[src/rtl/led_panel_pkg.sv]
// Shared definitions for the LED-panel scan path: sequencer states, RGB word
// width and the frame-buffer {row,col} address packing helper.
package led_panel_pkg;

  localparam int RGB_W = 6;

  typedef enum logic [3:0] {
    S_IDLE     = 4'd0,
    S_FETCH    = 4'd1,
    S_SHIFT_LO = 4'd2,
    S_SHIFT_HI = 4'd3,
    S_BLANK    = 4'd4,
    S_LATCH    = 4'd5,
    S_UNLATCH  = 4'd6,
    S_SHOW     = 4'd7,
    S_WAIT     = 4'd8
  } scan_state_e;

  // Callers truncate the result to ROW_W+COL_W bits.
  function automatic logic [31:0] pack_addr(input logic [31:0] row,
                                            input logic [31:0] col,
                                            input int          col_w);
    return (row << col_w) | col;
  endfunction

endpackage

[src/rtl/hub75_scan_sequencer_if.sv]
// Signal bundle between the scan sequencer (master) and its environment:
// frame-buffer read port, HUB75 panel lines and timing-controller commands.
interface hub75_scan_sequencer_if #(
  parameter int COLS = 64,
  parameter int ROWS = 16
);
  import led_panel_pkg::*;

  localparam int COL_W = $clog2(COLS);
  localparam int ROW_W = $clog2(ROWS);

  logic                   enable;
  logic [ROW_W+COL_W-1:0] rd_addr;
  logic [RGB_W-1:0]       rd_data;
  logic [RGB_W-1:0]       rgb;
  logic                   sclk;
  logic [ROW_W-1:0]       row_addr;
  logic                   delay_start;
  logic                   delay_done;
  logic                   latch_set;
  logic                   latch_clr;
  logic                   oe_enable;
  logic                   oe_disable;
  logic                   frame_done;
  logic                   busy;

  modport master (
    input  enable, rd_data, delay_done,
    output rd_addr, rgb, sclk, row_addr, delay_start, latch_set, latch_clr,
           oe_enable, oe_disable, frame_done, busy
  );

  modport slave (
    output enable, rd_data, delay_done,
    input  rd_addr, rgb, sclk, row_addr, delay_start, latch_set, latch_clr,
           oe_enable, oe_disable, frame_done, busy
  );

endinterface

[src/rtl/hub75_scan_sequencer.sv]
// HUB75 row scanner: fetches pixel words, shifts them out on rgb/sclk and issues
// the blank/latch/unlatch/show command pulses at the end of every row.
module hub75_scan_sequencer
  import led_panel_pkg::*;
#(
  parameter int COLS = 64,
  parameter int ROWS = 16
) (
  input logic                    clk,
  input logic                    rst,
  hub75_scan_sequencer_if.master bus
);

  localparam int COL_W  = $clog2(COLS);
  localparam int ROW_W  = $clog2(ROWS);
  localparam int ADDR_W = ROW_W + COL_W;
  localparam logic [COL_W-1:0] LAST_COL = COL_W'(COLS - 1);
  localparam logic [ROW_W-1:0] LAST_ROW = ROW_W'(ROWS - 1);

  scan_state_e       state_q, state_d;
  logic [ROW_W-1:0]  row_q, row_d;
  logic [COL_W-1:0]  col_q, col_d;
  logic [ADDR_W-1:0] rd_addr_q, rd_addr_d;
  logic [RGB_W-1:0]  rgb_q, rgb_d;
  logic              sclk_q, sclk_d;
  logic [ROW_W-1:0]  row_addr_q, row_addr_d;
  logic              delay_start_q, delay_start_d;
  logic              latch_set_q, latch_set_d;
  logic              latch_clr_q, latch_clr_d;
  logic              oe_enable_q, oe_enable_d;
  logic              oe_disable_q, oe_disable_d;
  logic              frame_done_q, frame_done_d;
  logic              busy_q, busy_d;
  logic [ROW_W-1:0]  row_next_s;

  assign row_next_s = (row_q == LAST_ROW) ? {ROW_W{1'b0}} : row_q + ROW_W'(1);

  // Next-state and registered-output decode. rd_addr runs one cycle ahead of
  // the state that consumes rd_data, so the word is ready in SHIFT_LO.
  always_comb begin
    state_d       = state_q;
    row_d         = row_q;
    col_d         = col_q;
    rd_addr_d     = rd_addr_q;
    rgb_d         = rgb_q;
    sclk_d        = sclk_q;
    row_addr_d    = row_addr_q;
    delay_start_d = 1'b0;
    latch_set_d   = 1'b0;
    latch_clr_d   = 1'b0;
    oe_enable_d   = 1'b0;
    oe_disable_d  = 1'b0;
    frame_done_d  = 1'b0;
    case (state_q)
      S_IDLE: begin
        if (bus.enable) begin
          state_d   = S_FETCH;
          rd_addr_d = ADDR_W'(pack_addr(32'(row_q), 32'd0, COL_W));
        end else begin
          state_d = S_IDLE;
        end
      end
      S_FETCH: state_d = S_SHIFT_LO;
      S_SHIFT_LO: begin
        rgb_d   = bus.rd_data;
        sclk_d  = 1'b0;
        state_d = S_SHIFT_HI;
        if (col_q != LAST_COL) begin
          rd_addr_d = ADDR_W'(pack_addr(32'(row_q), 32'(col_q + COL_W'(1)), COL_W));
        end else begin
          rd_addr_d = rd_addr_q;
        end
      end
      S_SHIFT_HI: begin
        sclk_d = 1'b1;
        if (col_q != LAST_COL) begin
          col_d   = col_q + COL_W'(1);
          state_d = S_SHIFT_LO;
        end else begin
          col_d   = {COL_W{1'b0}};
          state_d = S_BLANK;
        end
      end
      S_BLANK: begin
        oe_disable_d = 1'b1;
        sclk_d       = 1'b0;
        state_d      = S_LATCH;
      end
      S_LATCH: begin
        latch_set_d = 1'b1;
        row_addr_d  = row_q;
        state_d     = S_UNLATCH;
      end
      S_UNLATCH: begin
        latch_clr_d = 1'b1;
        state_d     = S_SHOW;
      end
      S_SHOW: begin
        oe_enable_d   = 1'b1;
        delay_start_d = 1'b1;
        state_d       = S_WAIT;
      end
      S_WAIT: begin
        if (bus.delay_done) begin
          row_d        = row_next_s;
          frame_done_d = (row_q == LAST_ROW);
          if (bus.enable) begin
            state_d   = S_FETCH;
            rd_addr_d = ADDR_W'(pack_addr(32'(row_next_s), 32'd0, COL_W));
          end else begin
            oe_disable_d = 1'b1;
            state_d      = S_IDLE;
          end
        end else begin
          state_d = S_WAIT;
        end
      end
      default: state_d = S_IDLE;
    endcase
    busy_d = (state_d != S_IDLE);
  end

  // State, counters and output registers; rst clears everything at once.
  always_ff @(posedge clk or posedge rst) begin
    if (rst) begin
      state_q       <= S_IDLE;
      row_q         <= {ROW_W{1'b0}};
      col_q         <= {COL_W{1'b0}};
      rd_addr_q     <= {ADDR_W{1'b0}};
      rgb_q         <= {RGB_W{1'b0}};
      sclk_q        <= 1'b0;
      row_addr_q    <= {ROW_W{1'b0}};
      delay_start_q <= 1'b0;
      latch_set_q   <= 1'b0;
      latch_clr_q   <= 1'b0;
      oe_enable_q   <= 1'b0;
      oe_disable_q  <= 1'b0;
      frame_done_q  <= 1'b0;
      busy_q        <= 1'b0;
    end else begin
      state_q       <= state_d;
      row_q         <= row_d;
      col_q         <= col_d;
      rd_addr_q     <= rd_addr_d;
      rgb_q         <= rgb_d;
      sclk_q        <= sclk_d;
      row_addr_q    <= row_addr_d;
      delay_start_q <= delay_start_d;
      latch_set_q   <= latch_set_d;
      latch_clr_q   <= latch_clr_d;
      oe_enable_q   <= oe_enable_d;
      oe_disable_q  <= oe_disable_d;
      frame_done_q  <= frame_done_d;
      busy_q        <= busy_d;
    end
  end

  assign bus.rd_addr     = rd_addr_q;
  assign bus.rgb         = rgb_q;
  assign bus.sclk        = sclk_q;
  assign bus.row_addr    = row_addr_q;
  assign bus.delay_start = delay_start_q;
  assign bus.latch_set   = latch_set_q;
  assign bus.latch_clr   = latch_clr_q;
  assign bus.oe_enable   = oe_enable_q;
  assign bus.oe_disable  = oe_disable_q;
  assign bus.frame_done  = frame_done_q;
  assign bus.busy        = busy_q;

endmodule

[src/flat_wrapper.sv]
// flat-port wrapper written by rule: the top's interface ports become plain ports
module hub75_scan_sequencer_flat import led_panel_pkg::*;
#(
  parameter int COLS = 64,
  parameter int ROWS = 16
)
  (clk, rst, bus_enable, bus_rd_data, bus_delay_done, bus_rd_addr, bus_rgb, bus_sclk, bus_row_addr, bus_delay_start, bus_latch_set, bus_latch_clr, bus_oe_enable, bus_oe_disable, bus_frame_done, bus_busy);
  hub75_scan_sequencer_if #(.COLS(COLS), .ROWS(ROWS)) bus_i ();
  input logic clk;
  input logic rst;
  input wire logic [$bits(bus_i.enable)-1:0] bus_enable;
  input wire logic [$bits(bus_i.rd_data)-1:0] bus_rd_data;
  input wire logic [$bits(bus_i.delay_done)-1:0] bus_delay_done;
  output wire logic [$bits(bus_i.rd_addr)-1:0] bus_rd_addr;
  output wire logic [$bits(bus_i.rgb)-1:0] bus_rgb;
  output wire logic [$bits(bus_i.sclk)-1:0] bus_sclk;
  output wire logic [$bits(bus_i.row_addr)-1:0] bus_row_addr;
  output wire logic [$bits(bus_i.delay_start)-1:0] bus_delay_start;
  output wire logic [$bits(bus_i.latch_set)-1:0] bus_latch_set;
  output wire logic [$bits(bus_i.latch_clr)-1:0] bus_latch_clr;
  output wire logic [$bits(bus_i.oe_enable)-1:0] bus_oe_enable;
  output wire logic [$bits(bus_i.oe_disable)-1:0] bus_oe_disable;
  output wire logic [$bits(bus_i.frame_done)-1:0] bus_frame_done;
  output wire logic [$bits(bus_i.busy)-1:0] bus_busy;
  assign bus_i.enable = bus_enable;
  assign bus_i.rd_data = bus_rd_data;
  assign bus_i.delay_done = bus_delay_done;
  assign bus_rd_addr = bus_i.rd_addr;
  assign bus_rgb = bus_i.rgb;
  assign bus_sclk = bus_i.sclk;
  assign bus_row_addr = bus_i.row_addr;
  assign bus_delay_start = bus_i.delay_start;
  assign bus_latch_set = bus_i.latch_set;
  assign bus_latch_clr = bus_i.latch_clr;
  assign bus_oe_enable = bus_i.oe_enable;
  assign bus_oe_disable = bus_i.oe_disable;
  assign bus_frame_done = bus_i.frame_done;
  assign bus_busy = bus_i.busy;
  hub75_scan_sequencer #(.COLS(COLS), .ROWS(ROWS)) u_core (.clk(clk), .rst(rst), .bus(bus_i));
endmodule
[config.mk]
export PLATFORM = sky130hd
export DESIGN_NAME = hub75_scan_sequencer_flat
export DESIGN_NICKNAME = d
export VERILOG_FILES = /design/src/rtl/led_panel_pkg.sv /design/src/rtl/hub75_scan_sequencer_if.sv /design/src/rtl/hub75_scan_sequencer.sv /design/src/flat_wrapper.sv
export SDC_FILE = /design/constraint.sdc
export NUM_CORES = 1
export LEC_CHECK = 0
export CORE_MARGIN = 2
export CORE_UTILIZATION = 45
export DETAILED_ROUTE_END_ITERATION = 6
export PLACE_DENSITY = 0.74
export REMOVE_ABC_BUFFERS = 1
export SETUP_SLACK_MARGIN = 0.2
export SLEW_MARGIN = 15
export SYNTH_ARGS = -nofsm -noshare
export SYNTH_HDL_FRONTEND = slang
export SYNTH_SLANG_ARGS = --single-unit
[constraint.sdc]
create_clock -name clk -period 1.8 [get_ports clk]
set_clock_uncertainty 0.2 [all_clocks]
set_input_delay 0.36 -clock clk [delete_from_list [all_inputs] [get_ports clk]]
set_output_delay 0.36 -clock clk [all_outputs]
set_load 0.01 [all_outputs]
==> results.md <==
- Final wirelength: 5158 um
- Arrival time at the worst endpoint: 1.81 ns
- Initial antenna violation count: 0
- Post-synthesis mux area share: 0.1149
- Initial core utilization: 0.4660
- Met3 routed WL: 269 um
- DRT antenna net count: 0
- Combinational Power Share: 0.403
- Final Total Pwr: 3.092 mW
- Final Hold Fails: 0
- Boundary Pins: 38
- Post-synth top flop: dfrtp_1
- Register-to-register setup slack: -0.04 ns
- Clock Power Share: 0.187
- DR WL met2: 2677 um
- Kind of critical path: flop to flop
- H-tree Lvls: 2
- Post-route clock period utilization: 1.022
- Setup TNS: -0.1778 ns
- Die W: 68.13 um
- Hold WS: 0.2322 ns
- Final core utilization: 0.7391
- Worst-margin pin slew: 0.3374 ns
- Top Layer Used: met4
- Clk slew on worst S/H paths: 0.08 ns
- Most frequent cell after synthesis: dfrtp_1
- Hold WC Path Type: input pin to asynchronous set/reset pin
- Netlist area before placement: 1851 um2
- Slew HR: 0.7741
- Fin crit period: 1.840 ns
- Synth area leader: dfrtp_1
- Largest family of logic cells by synthesized area: simple AND/OR/NAND/NOR gates
- Share of cells above drive strength 1: 0.4329
- GRT Resource Usage Total: 0.2275
- Synth Area in XOR/XNOR: 0.04260
- DR WL/cell: 18.36 um
- Layout area overhead: 58.62%
- Drt drc: 0
- CP required: 1.77 ns
- Share of power burned in registers: 0.410
- Failing checks: setup timing
- EDFF count, synth: 0
- Die area: 4641 um2
- CTS tree: done
- Initial DRT Pass Iterations: 4
- Hold_buf cts: 0
- Longest Clk Path Bufs: 2
- Syn avg cell area: 12.34 um2
- M1 WL: 2081 um
- Unrepaired setup endpoints after global routing: yes
- Post-layout nets: 242
- Max Clk Rate: 543.6 MHz
- CTS Buf Count: 5
- Vias per inst: 5.452
- Vias in the first global route: 1569
- Simple-Gate Fraction of Synth Area: 0.1542
- Startpoint Class: flop
- Grt ovf: 0
- Leak: 1.397 nW
- Top cell types by occurrence after synthesis: 41 x dfrtp_1, 14 x mux2_1, 14 x nand2_1
- Antenna cells: 0
- Internal power: 2.055 mW
- Placer congestion estimate: 0.8662
- Chip Height: 68.13 um
- Sw Pwr: 1.037 mW
- Crit. End Element: flop
- Final setup margin: -0.03955 ns
- Global-route wire length before repair: 7590 um
- Worst Path Max Fanout: 6
- MaxCap Viol Count: 0
- Clk Tree Root Cell: clkbuf_8
- Core ar.: 3971 um2
- Synth area leaders: dfrtp_1 55%, mux2_1 8.5%, nand2_1 2.8%, nand3_1 2.4%, mux2_2 2.4%
- Largest net degree at the start of global routing: 42
- Sink Count: 41
- Drt initial violations: 123
- Worst-skew pair later-pin latency: 0.29 ns
- Setup-failing EPs final: 8
- PwrDens: 1053 nW/um2
- Seq cells post-synth: 41
- Asr flop ratio synth: 1.000
- Slew Viols, Final: 0
- Num rows: 23
- Maximum vdd drop: 0.0008555 V
- Top cell type's share of synthesized area: 0.5544
- Vias: 1532
- Fill cells: 277
- Status: complete, but fails checks
- Register area share after synthesis: 0.5544
- DP HPWL: 3020 um
- Post-synthesis cell type count: 40
- Gate count of the mapped netlist: 150
- Post-synthesis compound-gate area fraction: 0.09533
- Area share of fa/ha/maj cells after synthesis: 0.01352
- Syn. warnings: 0
- Switching Fraction: 0.3355
- Port bufs: 37
## cell type report
cell class	count	area, um2	area share
flip-flops and latches	41	1031	0.3512
multi-input cells	100	1010	0.3440
repair buffers	80	742.0	0.2528
clock buffers	6	72.57	0.02472
well taps	50	62.56	0.02131
clock inverters	2	10.01	0.003410
inverters	2	7.507	0.002558
## placed cells by master, fill, tap and decap left out, types with 2 or more instances in the layout
cell / Yosys / layout
mux2_4: 0 / 14
nor3_1: 4 / 3
nand3_1: 9 / 6
nand2_4: 0 / 2
buf_4: 2 / 30
nor2_1: 9 / 7
nand3_2: 0 / 2
nor3_4: 0 / 2
inv_1: 2 / 2
dfrtp_1: 41 / 37
nor2_4: 0 / 2
dlygate4sd2_1: 0 / 28
a41oi_2: 0 / 2
nand2_1: 14 / 10
a21oi_1: 3 / 3
buf_6: 0 / 9
clkdlybuf4s50_1: 0 / 9
nand3_4: 1 / 2
o21ai_2: 0 / 4
mux2_1: 14 / 4
clkbuf_8: 0 / 5
nand2_2: 1 / 3
a22o_1: 2 / 2
buf_12: 0 / 2
dfrtp_2: 0 / 4
nor4b_4: 1 / 2
o2bb2ai_2: 0 / 2
clkinv_2: 0 / 2
xor2_1: 4 / 3
xnor2_1: 5 / 5
## cell families (layout without fill, tap and decap cells)
kind of cell / after synthesis / in the layout
compound gates: 22 / 22
xor+xnor: 9 / 9
fa+ha+maj: 2 / 2
buf+inv: 9 / 90
flops: 41 / 41
mux: 19 / 19
simple gates: 48 / 48
## worst max-delay path: stages (launching register included)
cell	delay, ns
dfrtp_2	0.47
buf_12	0.15
nor4b_4	0.22
buf_4	0.20
a32oi_4	0.09
buf_6	0.18
a22o_1	0.21
## sequential cells by signal, summed over array words and instances (netlist names), 4 cells and up
signal	cells
u_core.state_q	4
u_core.row_q	4
u_core.bus.rd_addr	10
u_core.bus.rgb	6
u_core.bus.row_addr	4
u_core.col_q	6
## stage by stage
step                cell area (um2)  worst slack, ns  std cells
global placement               2482          -0.1658        260
floorplan                      1812          -0.4590        143
finish                         2935         -0.03955        281
detailed placement             2482          -0.2003        260
CTS                            2701        0.0008797        273
global route                   2935         -0.08194        281
## final timing paths
check,from,end,cells after the start
setup / recovery,u_core.state_q[2]$_DFF_PP0_,u_core.bus.rd_addr[4]$_DFFE_PP0P_,6
hold / removal,rst,u_core.bus.frame_done$_DFF_PP0_,3
setup reg to reg,u_core.state_q[2]$_DFF_PP0_,u_core.bus.rd_addr[4]$_DFFE_PP0P_,6
hold reg to reg,u_core.bus.rd_addr[3]$_DFFE_PP0P_,u_core.bus.rd_addr[3]$_DFFE_PP0P_,1
max in group asynchronous,rst,u_core.state_q[1]$_DFF_PP0_,3
min in group clk,u_core.bus.rd_addr[3]$_DFFE_PP0P_,u_core.bus.rd_addr[3]$_DFFE_PP0P_,1
## per-layer routing
layer / vias up / track usage
met1: 761 / 0.2774
li1: 692 / -
met4: 0 / 0.1225
met3: 12 / 0.05099
met5: - / 0
met2: 67 / 0.3738
## power by group through the flow
| stage | clock network [mW] | logic, mW | registers [mW] |
|---|---|---|---|
| final | 0.579 | 1.25 | 1.27 |
| after global routing | 0.638 | 1.34 | 1.28 |
| after CTS | 0.600 | 0.949 | 1.24 |
| after detailed placement | 0 | 0.973 | 1.26 |
| after global placement | 0 | 0.926 | 1.25 |
| after floorplan | 0 | 0.364 | 1.33 |
## repair_timing
action	4_1_cts	5_1_grt
buffers inserted	5	7
endpoints found under the hold margin	0	0
gates resized for setup	58	39
endpoints found under the setup margin	58	31
pin swaps	10	18
cloned	0	1
Power figures use the tool's default switching activity.
